## src/rtl/reorder_buffer_pkg.sv

```systemverilog
// ============================================================
// reorder_buffer_pkg : shared ROB constants
// Rev 1.0
// ============================================================
`default_nettype none

package reorder_buffer_pkg;
  localparam int ROB_SIZE     = 16;
  localparam int NO_TAG       = 0;
  localparam int RETIRE_WIDTH = 2;
endpackage

`default_nettype wire

```

## src/rtl/reorder_buffer_if.sv

```systemverilog
// ============================================================
// reorder_buffer_if : dispatch / CDB / retire bundle of the ROB
// Rev 1.0
// ============================================================
`default_nettype none

interface reorder_buffer_if
  import reorder_buffer_pkg::*;
#(
  parameter int DEPTH     = ROB_SIZE,
  parameter int DATA_W    = 64,
  parameter int REG_W     = 5,
  parameter int CDB_PORTS = 2,
  parameter int RETIRE_W  = RETIRE_WIDTH,
  parameter int TAG_W     = $clog2(DEPTH + 1)
);
  logic                                 flush;
  logic                                 disp_valid;
  logic                                 disp_ready;
  logic [REG_W-1:0]                     disp_rd;
  logic                                 disp_regwr;
  logic                                 disp_is_store;
  logic [TAG_W-1:0]                     disp_tag;
  logic [CDB_PORTS-1:0]                 cdb_valid;
  logic [CDB_PORTS-1:0][TAG_W-1:0]      cdb_tag;
  logic [CDB_PORTS-1:0][DATA_W-1:0]     cdb_value;
  logic                                 ret_ready;
  logic [RETIRE_W-1:0]                  ret_valid;
  logic [RETIRE_W-1:0][TAG_W-1:0]       ret_tag;
  logic [RETIRE_W-1:0][REG_W-1:0]       ret_rd;
  logic [RETIRE_W-1:0][DATA_W-1:0]      ret_value;
  logic [RETIRE_W-1:0]                  ret_regwr;
  logic [RETIRE_W-1:0]                  ret_is_store;
  logic [TAG_W-1:0]                     count;
  logic                                 empty;
  logic                                 full;

  modport master (
    output flush, disp_valid, disp_rd, disp_regwr, disp_is_store,
           cdb_valid, cdb_tag, cdb_value, ret_ready,
    input  disp_ready, disp_tag, ret_valid, ret_tag, ret_rd, ret_value,
           ret_regwr, ret_is_store, count, empty, full
  );

  modport slave (
    input  flush, disp_valid, disp_rd, disp_regwr, disp_is_store,
           cdb_valid, cdb_tag, cdb_value, ret_ready,
    output disp_ready, disp_tag, ret_valid, ret_tag, ret_rd, ret_value,
           ret_regwr, ret_is_store, count, empty, full
  );
endinterface

`default_nettype wire

```

## src/rtl/reorder_buffer_retire_select.sv

```systemverilog
// ============================================================
// rob_retire_select : in-order retire group selection from head
// Rev 1.0
// ============================================================
`default_nettype none

module rob_retire_select #(
  parameter int RETIRE_W = 2,
  parameter int CNT_W    = $clog2(RETIRE_W + 1)
) (
  input  logic [RETIRE_W-1:0] busy,
  input  logic [RETIRE_W-1:0] ready,
  input  logic [RETIRE_W-1:0] is_store,
  input  logic                ret_ready,
  input  logic                flush,
  output logic [RETIRE_W-1:0] valid,
  output logic [CNT_W-1:0]    cnt
);

  // A store may only occupy slot 0, and nothing retires behind it.
  always_comb begin
    valid    = '0;
    valid[0] = busy[0] && ready[0] && ret_ready && !flush;
    for (int k = 1; k < RETIRE_W; k++) begin
      valid[k] = valid[k-1] && busy[k] && ready[k] && !is_store[k-1] && !is_store[k];
    end
    cnt = '0;
    for (int k = 0; k < RETIRE_W; k++) begin
      cnt = cnt + CNT_W'(valid[k]);
    end
  end

endmodule

`default_nettype wire

```

## src/rtl/reorder_buffer.sv

```systemverilog
// ============================================================
// reorder_buffer : circular ROB with CDB completion and in-order retire
// Rev 1.0
// ============================================================
`default_nettype none

module reorder_buffer
  import reorder_buffer_pkg::*;
#(
  parameter int DEPTH     = ROB_SIZE,
  parameter int DATA_W    = 64,
  parameter int REG_W     = 5,
  parameter int CDB_PORTS = 2,
  parameter int RETIRE_W  = RETIRE_WIDTH
) (
  input  logic            clk,
  input  logic            reset,
  reorder_buffer_if.slave bus
);

  localparam int TAG_W = $clog2(DEPTH + 1);
  localparam int IDX_W = $clog2(DEPTH);
  localparam int RC_W  = $clog2(RETIRE_W + 1);

  typedef struct packed {
    logic              busy;
    logic              ready;
    logic [REG_W-1:0]  rd;
    logic              regwr;
    logic              is_store;
    logic [DATA_W-1:0] value;
  } entry_t;

  entry_t              rob_q [DEPTH];
  entry_t              rob_d [DEPTH];
  logic [IDX_W-1:0]    head_q, head_d, tail_q, tail_d;
  logic [TAG_W-1:0]    count_q, count_d;
  logic                full;
  logic                disp_fire;
  logic [IDX_W-1:0]    slot_idx [RETIRE_W];
  logic [RETIRE_W-1:0] sel_busy, sel_ready, sel_store, ret_valid;
  logic [RC_W-1:0]     ret_cnt;
  logic [IDX_W-1:0]    cdb_idx;

  assign full      = (count_q == TAG_W'(DEPTH));
  assign disp_fire = bus.disp_valid && !full;

  always_comb begin
    for (int k = 0; k < RETIRE_W; k++) begin
      slot_idx[k]  = head_q + IDX_W'(k);
      sel_busy[k]  = rob_q[slot_idx[k]].busy;
      sel_ready[k] = rob_q[slot_idx[k]].ready;
      sel_store[k] = rob_q[slot_idx[k]].is_store;
    end
  end

  rob_retire_select #(
    .RETIRE_W (RETIRE_W),
    .CNT_W    (RC_W)
  ) u_retire_select (
    .busy      (sel_busy),
    .ready     (sel_ready),
    .is_store  (sel_store),
    .ret_ready (bus.ret_ready),
    .flush     (bus.flush),
    .valid     (ret_valid),
    .cnt       (ret_cnt)
  );

  always_comb begin
    rob_d   = rob_q;
    head_d  = head_q;
    tail_d  = tail_q;
    count_d = count_q;
    cdb_idx = '0;
    if (bus.flush) begin
      for (int i = 0; i < DEPTH; i++) begin
        rob_d[i].busy  = 1'b0;
        rob_d[i].ready = 1'b0;
      end
      head_d  = '0;
      tail_d  = '0;
      count_d = '0;
    end else begin
      // Later ports overwrite earlier ones, so the highest port wins on a tag clash.
      for (int p = 0; p < CDB_PORTS; p++) begin
        if (bus.cdb_valid[p] && bus.cdb_tag[p] != TAG_W'(NO_TAG) &&
            bus.cdb_tag[p] <= TAG_W'(DEPTH)) begin
          cdb_idx = IDX_W'(bus.cdb_tag[p] - TAG_W'(1));
          if (rob_q[cdb_idx].busy) begin
            rob_d[cdb_idx].ready = 1'b1;
            rob_d[cdb_idx].value = bus.cdb_value[p];
          end
        end
      end
      for (int k = 0; k < RETIRE_W; k++) begin
        if (ret_valid[k]) begin
          rob_d[slot_idx[k]].busy  = 1'b0;
          rob_d[slot_idx[k]].ready = 1'b0;
        end
      end
      // The tail slot is never busy when dispatch fires, so no retire/CDB conflict here.
      if (disp_fire) begin
        rob_d[tail_q] = '{busy: 1'b1, ready: 1'b0, rd: bus.disp_rd,
                          regwr: bus.disp_regwr, is_store: bus.disp_is_store,
                          value: '0};
      end
      head_d  = head_q + IDX_W'(ret_cnt);
      tail_d  = tail_q + IDX_W'(disp_fire);
      count_d = count_q + TAG_W'(disp_fire) - TAG_W'(ret_cnt);
    end
  end

  always_ff @(posedge clk) begin
    if (reset) begin
      for (int i = 0; i < DEPTH; i++) begin
        rob_q[i] <= '0;
      end
      head_q  <= '0;
      tail_q  <= '0;
      count_q <= '0;
    end else begin
      rob_q   <= rob_d;
      head_q  <= head_d;
      tail_q  <= tail_d;
      count_q <= count_d;
    end
  end

  always_comb begin
    bus.disp_ready = !full;
    bus.disp_tag   = TAG_W'(tail_q) + TAG_W'(1);
    bus.count      = count_q;
    bus.empty      = (count_q == '0);
    bus.full       = full;
    for (int k = 0; k < RETIRE_W; k++) begin
      bus.ret_valid[k]    = ret_valid[k];
      bus.ret_tag[k]      = ret_valid[k] ? TAG_W'(slot_idx[k]) + TAG_W'(1) : '0;
      bus.ret_rd[k]       = ret_valid[k] ? rob_q[slot_idx[k]].rd : '0;
      bus.ret_value[k]    = ret_valid[k] ? rob_q[slot_idx[k]].value : '0;
      bus.ret_regwr[k]    = ret_valid[k] && rob_q[slot_idx[k]].regwr;
      bus.ret_is_store[k] = ret_valid[k] && rob_q[slot_idx[k]].is_store;
    end
  end

endmodule

`default_nettype wire

```

## src/flat_wrapper.sv

```systemverilog
// flat-port wrapper written by rule: the top's interface ports become plain ports
module reorder_buffer_flat import reorder_buffer_pkg::*;
#(
  parameter int DEPTH     = ROB_SIZE,
  parameter int DATA_W    = 64,
  parameter int REG_W     = 5,
  parameter int CDB_PORTS = 2,
  parameter int RETIRE_W  = RETIRE_WIDTH
)
  (clk, reset, bus_flush, bus_disp_valid, bus_disp_rd, bus_disp_regwr, bus_disp_is_store, bus_cdb_valid, bus_cdb_tag, bus_cdb_value, bus_ret_ready, bus_disp_ready, bus_disp_tag, bus_ret_valid, bus_ret_tag, bus_ret_rd, bus_ret_value, bus_ret_regwr, bus_ret_is_store, bus_count, bus_empty, bus_full);
  reorder_buffer_if #(.DEPTH(DEPTH), .DATA_W(DATA_W), .REG_W(REG_W), .CDB_PORTS(CDB_PORTS), .RETIRE_W(RETIRE_W), .TAG_W((5))) bus_i ();
  input  logic clk;
  input  logic reset;
  input wire logic [$bits(bus_i.flush)-1:0] bus_flush;
  input wire logic [$bits(bus_i.disp_valid)-1:0] bus_disp_valid;
  input wire logic [$bits(bus_i.disp_rd)-1:0] bus_disp_rd;
  input wire logic [$bits(bus_i.disp_regwr)-1:0] bus_disp_regwr;
  input wire logic [$bits(bus_i.disp_is_store)-1:0] bus_disp_is_store;
  input wire logic [$bits(bus_i.cdb_valid)-1:0] bus_cdb_valid;
  input wire logic [$bits(bus_i.cdb_tag)-1:0] bus_cdb_tag;
  input wire logic [$bits(bus_i.cdb_value)-1:0] bus_cdb_value;
  input wire logic [$bits(bus_i.ret_ready)-1:0] bus_ret_ready;
  output wire logic [$bits(bus_i.disp_ready)-1:0] bus_disp_ready;
  output wire logic [$bits(bus_i.disp_tag)-1:0] bus_disp_tag;
  output wire logic [$bits(bus_i.ret_valid)-1:0] bus_ret_valid;
  output wire logic [$bits(bus_i.ret_tag)-1:0] bus_ret_tag;
  output wire logic [$bits(bus_i.ret_rd)-1:0] bus_ret_rd;
  output wire logic [$bits(bus_i.ret_value)-1:0] bus_ret_value;
  output wire logic [$bits(bus_i.ret_regwr)-1:0] bus_ret_regwr;
  output wire logic [$bits(bus_i.ret_is_store)-1:0] bus_ret_is_store;
  output wire logic [$bits(bus_i.count)-1:0] bus_count;
  output wire logic [$bits(bus_i.empty)-1:0] bus_empty;
  output wire logic [$bits(bus_i.full)-1:0] bus_full;
  assign bus_i.flush = bus_flush;
  assign bus_i.disp_valid = bus_disp_valid;
  assign bus_i.disp_rd = bus_disp_rd;
  assign bus_i.disp_regwr = bus_disp_regwr;
  assign bus_i.disp_is_store = bus_disp_is_store;
  assign bus_i.cdb_valid = bus_cdb_valid;
  assign bus_i.cdb_tag = bus_cdb_tag;
  assign bus_i.cdb_value = bus_cdb_value;
  assign bus_i.ret_ready = bus_ret_ready;
  assign bus_disp_ready = bus_i.disp_ready;
  assign bus_disp_tag = bus_i.disp_tag;
  assign bus_ret_valid = bus_i.ret_valid;
  assign bus_ret_tag = bus_i.ret_tag;
  assign bus_ret_rd = bus_i.ret_rd;
  assign bus_ret_value = bus_i.ret_value;
  assign bus_ret_regwr = bus_i.ret_regwr;
  assign bus_ret_is_store = bus_i.ret_is_store;
  assign bus_count = bus_i.count;
  assign bus_empty = bus_i.empty;
  assign bus_full = bus_i.full;
  reorder_buffer #(.DEPTH(DEPTH), .DATA_W(DATA_W), .REG_W(REG_W), .CDB_PORTS(CDB_PORTS), .RETIRE_W(RETIRE_W)) u_core (.clk(clk), .reset(reset), .bus(bus_i));
endmodule
```

## config.mk

```make
export PLATFORM = sky130hd
export DESIGN_NAME = reorder_buffer_flat
export DESIGN_NICKNAME = d
export VERILOG_FILES = /design/src/rtl/reorder_buffer_pkg.sv /design/src/rtl/reorder_buffer_if.sv /design/src/rtl/reorder_buffer_retire_select.sv /design/src/rtl/reorder_buffer.sv /design/src/flat_wrapper.sv
export SDC_FILE = /design/constraint.sdc
export NUM_CORES = 2
export LEC_CHECK = 0
export BUFFER_PORTS_ARGS = -buffer_cell sky130_fd_sc_hd__buf_2
export CORE_ASPECT_RATIO = 1.4
export CORE_MARGIN = 10
export CORE_UTILIZATION = 35
export DETAILED_ROUTE_END_ITERATION = 12
export PLACE_DENSITY = 0.55
export SYNTH_ARGS = -nofsm -noshare
export SYNTH_HDL_FRONTEND = slang
export SYNTH_SLANG_ARGS = --single-unit
```

## constraint.sdc

```tcl
create_clock -name clk -period 14.1 [get_ports clk]
set_input_delay 4.23 -clock clk [delete_from_list [all_inputs] [get_ports clk]]
set_output_delay 4.23 -clock clk [all_outputs]
set_load 0.01 [all_outputs]
```

---- Word level (Yosys, flattened, before mapping) ----
Index checks and enable logic that the tools add are counted.
Widths: inputs -> output; s select.
cells by class
  reductions and logical operators ........ 29
  $lt $le $gt $ge ......................... 12
  add/sub/neg operators ................... 11
  bitwise logic cells ..................... 5
  eq/ne operators ......................... 1
  mux-type cells .......................... 56
operators with widths
  cell                 count
  $mux 1168            11
  $bwmux 1168          9
  $demux 73 s4         9
  $bmux 73 s4          4
  $mux 73              11
  $mux 72              4
  $mux 64              4
  $ge 5x5->1 const B   5
  $lt 5x1->1 const B   5
  $not 4->5            5
  $logic_and 1x1->1    21
  $mux 5               4
  $add 4x1->5 const B  3
  $le 5x5->1 const B   2
  $reduce_bool 5->1    2
  $sub 4x1->4 const B  2
  $add 5x1->5          1
  $eq 5x5->1 const B   1
  $logic_not 5->1      1
  $sub 5x2->5          1
  $add 4x1->4          1
  $add 4x1->4 const B  1
  $add 4x2->4          1
  $logic_not 1->1      4
  2 further kinds      2
storage, ports and cells
  flip-flop bits (word level) ............. 1,181

---- Logic depth before layout (Yosys ltp) ----
  word-level depth ........................ 26
  depth in mapped cells ................... 23
  mapped depth without buffers ............ 19

---- Modules after synthesis ----
From an unflattened synthesis, not the netlist that was laid out.
second synthesis, totals
  cell total of the unflattened synthesis .. 8,289
  area, all modules ....................... 77,707.0 um^2
modules (own cells, without submodules)
  module             area an instance (um^2)  cells an instance  times used
  reorder_buffer     77,657.0                 8,285              1
  rob_retire_select  50.0                     4                  1

---- Worst setup path before layout ----
Ideal clock, no wire load.
  path type ............................... input port to output port
  start ................................... input port bus_flush
  end ..................................... output port bus_ret_rd[0]
  stages .................................. 8
  path slack .............................. 4,219 ps
  arrival time ............................ 5,651 ps
  required time ........................... 9,870 ps
  buffers on the path ..................... 2
  cell sequence ........................... clkinv_1 nand3_1 o22ai_1 o211ai_2 inv_2 clkbuf_1 clkbuf_1 and2_1
between the ends
  cells in the longest elaborated chain, start to end .. 3
RTL lines
  element                     RTL line                            RTL
  start, declared             flat_wrapper.sv:14                  input wire logic [$bits(bus_i.flush)-1:0] bus_flush;
  $logic_not 1->1             reorder_buffer_retire_select.sv:23  valid[0] = busy[0] && ready[0] && ret_ready && !flush;
  $logic_and 1x1->1           reorder_buffer_retire_select.sv:23
  named net bus_ret_valid[0]  flat_wrapper.sv:25                  output wire logic [$bits(bus_i.ret_valid)-1:0] bus_ret_valid;
  $mux 5                      reorder_buffer.sv:139               bus.ret_rd[k] = ret_valid[k] ? rob_q[slot_idx[k]].rd : '0;
  end, declared               flat_wrapper.sv:27                  output wire logic [$bits(bus_i.ret_rd)-1:0] bus_ret_rd;
The timed path passes the listed nets, and every way through them passes these cells.

---- Worst setup path after layout ----
  start ................................... input port bus_flush
  end ..................................... output port bus_ret_value[102]
between the ends
  cells in the longest elaborated chain, start to end .. 7
RTL lines
  element                          RTL line                            RTL
  $logic_not 1->1                  reorder_buffer_retire_select.sv:23
  $logic_and 1x1->1                reorder_buffer_retire_select.sv:23
  $logic_and 1x1->1 (4 in series)  reorder_buffer_retire_select.sv:25  valid[k] = valid[k-1] && busy[k] && ready[k] && !is_store[k-1] && !is_store[k];
  $mux 64                          reorder_buffer.sv:140               bus.ret_value[k] = ret_valid[k] ? rob_q[slot_idx[k]].value : '0;
  end, declared                    flat_wrapper.sv:28                  output wire logic [$bits(bus_i.ret_value)-1:0] bus_ret_value;
No other way between the ends.

==> reports/results.ini <==
[timing]
fin_crit_sh_pct = 88.1
maxSlewHeadroom_pct = 11.0
hold_viol_final = 0
min_period_ps = 12420
rsz0062_at_grt = false
max_freq_mhz = 80.5
fin_tns_setup_ps = 0
finClkSkew_ps = 77.4
tightest_slew_ps = 1330
slew_viol_final = 0
finalSetupViolCount = 0

[critical_path]
rr_worst_depth = 20
arrival_ps = 8190
crit_chain = buf_8, clkinv_1, nand3_1, o22ai_1, o211ai_2, inv_4, and3_4, buf_4, and3_1, buf_2
endpoint_kind = output pin
crit_type = input pin to output pin
path_max_fanout = 80
slowest_delay_ps = 870
cp.buffers_inverters = 5
start_kind = input pin
crit_slowest_cell = and3_4
cp_num_cells = 10
required_ps = 9870
crit_family = buffers and inverters

[synth]
netlist_top_cells_area = dfxtp_1 32%, mux4_2 22%, mux2i_1 7.7%
synth_seq_area_share_pct = 32.2
synth_edf_count = 0
synthFlopType = dfxtp_1
syn_area_per_cell_um2 = 10.2
synth_cells = 7182
yosysUniqueCellTypes = 85
synth_seq_cells = 1181
synthArstFlopShare_pct = 0
yosysWarnings = 0
synth_area_um2 = 73400
synth_top_cell_by_area = dfxtp_1
synth_top_area_share_pct = 32.2
syn-num-nets = 7365

[clock_tree]
cts_resized = 0
cts_sinks = 1181
post_cts_buffers = 0
clk-insertion-delay-late_ps = 850
cts_tree = yes
cts_buffers = 143
ctsHoldBuffers = 0
cts.clk_slew.worst_paths_ps = 60
cts_max_level = 4
cts-root-buf = clkbuf_16
cts_buffer_depth = 4

[pwr]
ir_drop_uv = 90.3
powerDensity_nw_per_um2 = 93.6
p_total_mw = 7.60
power.leakage_nw = 29.7

[place]
place.gp.congestion = 0.885
dp_hpwl_um = 196000
io_buffers = 317

[drt]
vias = 68300
firstDrtPassIters = 10
route.detailed.drc = 0
drt_iter0_markers = 11100
routed_wl_um = 351000
vias_per_cell = 6.98
final_antenna_net_count = 0
avgRoutedWirePerCell_um = 35.9

[global_route]
grt_max_degree = 159
grt_pass1_wl_um = 492000
antenna_found_initial = 87
grt-ovfl-total = 0
track_usage_pct = 29.3
grt_pass1_vias = 65300

[layout]
final_cell_mix = 1177 x dfxtp_1, 720 x mux4_2, 567 x mux2i_1
drive_gt1_share_pct = 24.8
nets = 7120
mostFrequentLayoutCell = dfxtp_1
syn_to_final_growth_pct = 10.7
utilization_pct = 39.0

[worst_hold_path]
hold_depth = 1
hold_path.class = flip-flop to flip-flop

[die]
coreArea_um2 = 208000
dieWidth_um = 407
dieArea_um2 = 229000
core.rowCount = 198
io_pins = 319
start_util_pct = 35.2
die_h_um = 562

[status]
run_status = finished clean

[flow_run]
maxCapViolations = 0

==> worst register-to-register path, stage by stage, from the launching register on <==
cell	delay [ps]
dfxtp_4	880
buf_4	750
mux4_2	380
mux2i_1	110
o22ai_1	370
o211ai_2	380
inv_4	590
and3_4	880
nand2_1	330
inv_1	150
ha_1	270
ha_1	290
inv_1	40
ha_1	210
inv_1	90
fa_1	170
inv_1	60
a21oi_1	150
nor2_1	60
or3_1	340
a21oi_1	150
==> area by class of cell <==
cell class / count / area, um^2
diodes: 45 / 113
clock buffers: 208 / 4210
clock inverters: 31 / 365
fillers: 20200 / 127000
inverters: 133 / 502
multi-input cells: 5004 / 46100
flip-flops and latches: 1181 / 23700
well taps: 2700 / 3380
repair buffers: 474 / 2870
==> cells by family after synthesis <==
kind of cell | Yosys count | synth area share (%)
compound gates | 2121 | 19.8
mux | 1485 | 32.9
simple gates | 1348 | 8.71
flops | 1181 | 32.2
buf+inv | 997 | 5.59
fa+ha+maj | 31 | 0.549
xor+xnor | 18 | 0.215
other cells | 1 | 0.00511
==> layer usage <==
metal,vias to the layer above,share of wire [%],track usage (%)
met5,-,0.12,0.317
met4,66,7.4,18.8
met3,1386,13,9.13
met2,5262,43,43.9
met1,34200,36,36.1
li1,27400,-,-
==> path summary, 6_finish.rpt <==
kind / from / to / slack [ps]
hold reg to reg: u_core.rob_q[417] / u_core.rob_q[417] / 480
setup reg to reg: u_core.head_q[0] / u_core.bus.count[4] / 7370
hold / removal: u_core.rob_q[417] / u_core.rob_q[417] / 480
setup / recovery: bus_flush / bus_ret_value[102] / 1680
==> stage by stage <==
stage	setup WS, ps	std cells	area, um^2	hold WS (ps)
final	1680	9776	81200	475
after global routing	1420	9738	81100	484
after CTS	1660	9731	81100	472
after detailed placement	1690	9492	76500	458
after global placement	1790	9492	76500	446
after floorplan	4220	7182	73400	438
==> cells in the mapped netlist, types with 11 or more instances <==
library cell     n
a21o_1         136
a21oi_1        465
a221o_1         87
a222oi_1       205
a22o_1         228
a22oi_1        341
a31oi_1         12
and2_1         173
and3_1          87
buf_1           74
buf_2          147
buf_4           14
buf_6           16
clkbuf_1       612
dfxtp_1       1181
ha_1            29
inv_1          131
mux2_2         194
mux2i_1        567
mux4_2         720
nand2_1        346
nand3_1         44
nand4_1         11
nor2_1         496
nor2b_1         67
nor3_1          18
o21ai_0        439
o21ai_1         11
o22ai_1        150
or2_2           51
xnor2_1         11
==> registers in the layout, summed over array words and instances, names as in the netlist <==
register,flops
u_core.bus.count,5
u_core.tail_q,4
u_core.rob_q,1168
u_core.head_q,4
==> report_power, final <==
part | switching, mW | total, mW | internal [mW]
registers | 0.00345 | 3.34 | 3.34
clock network | 1.61 | 3.81 | 2.19
logic | 0.383 | 0.450 | 0.0666
total | 2.00 | 7.60 | 5.60
No activity file was read; power rests on OpenSTA's default activity.
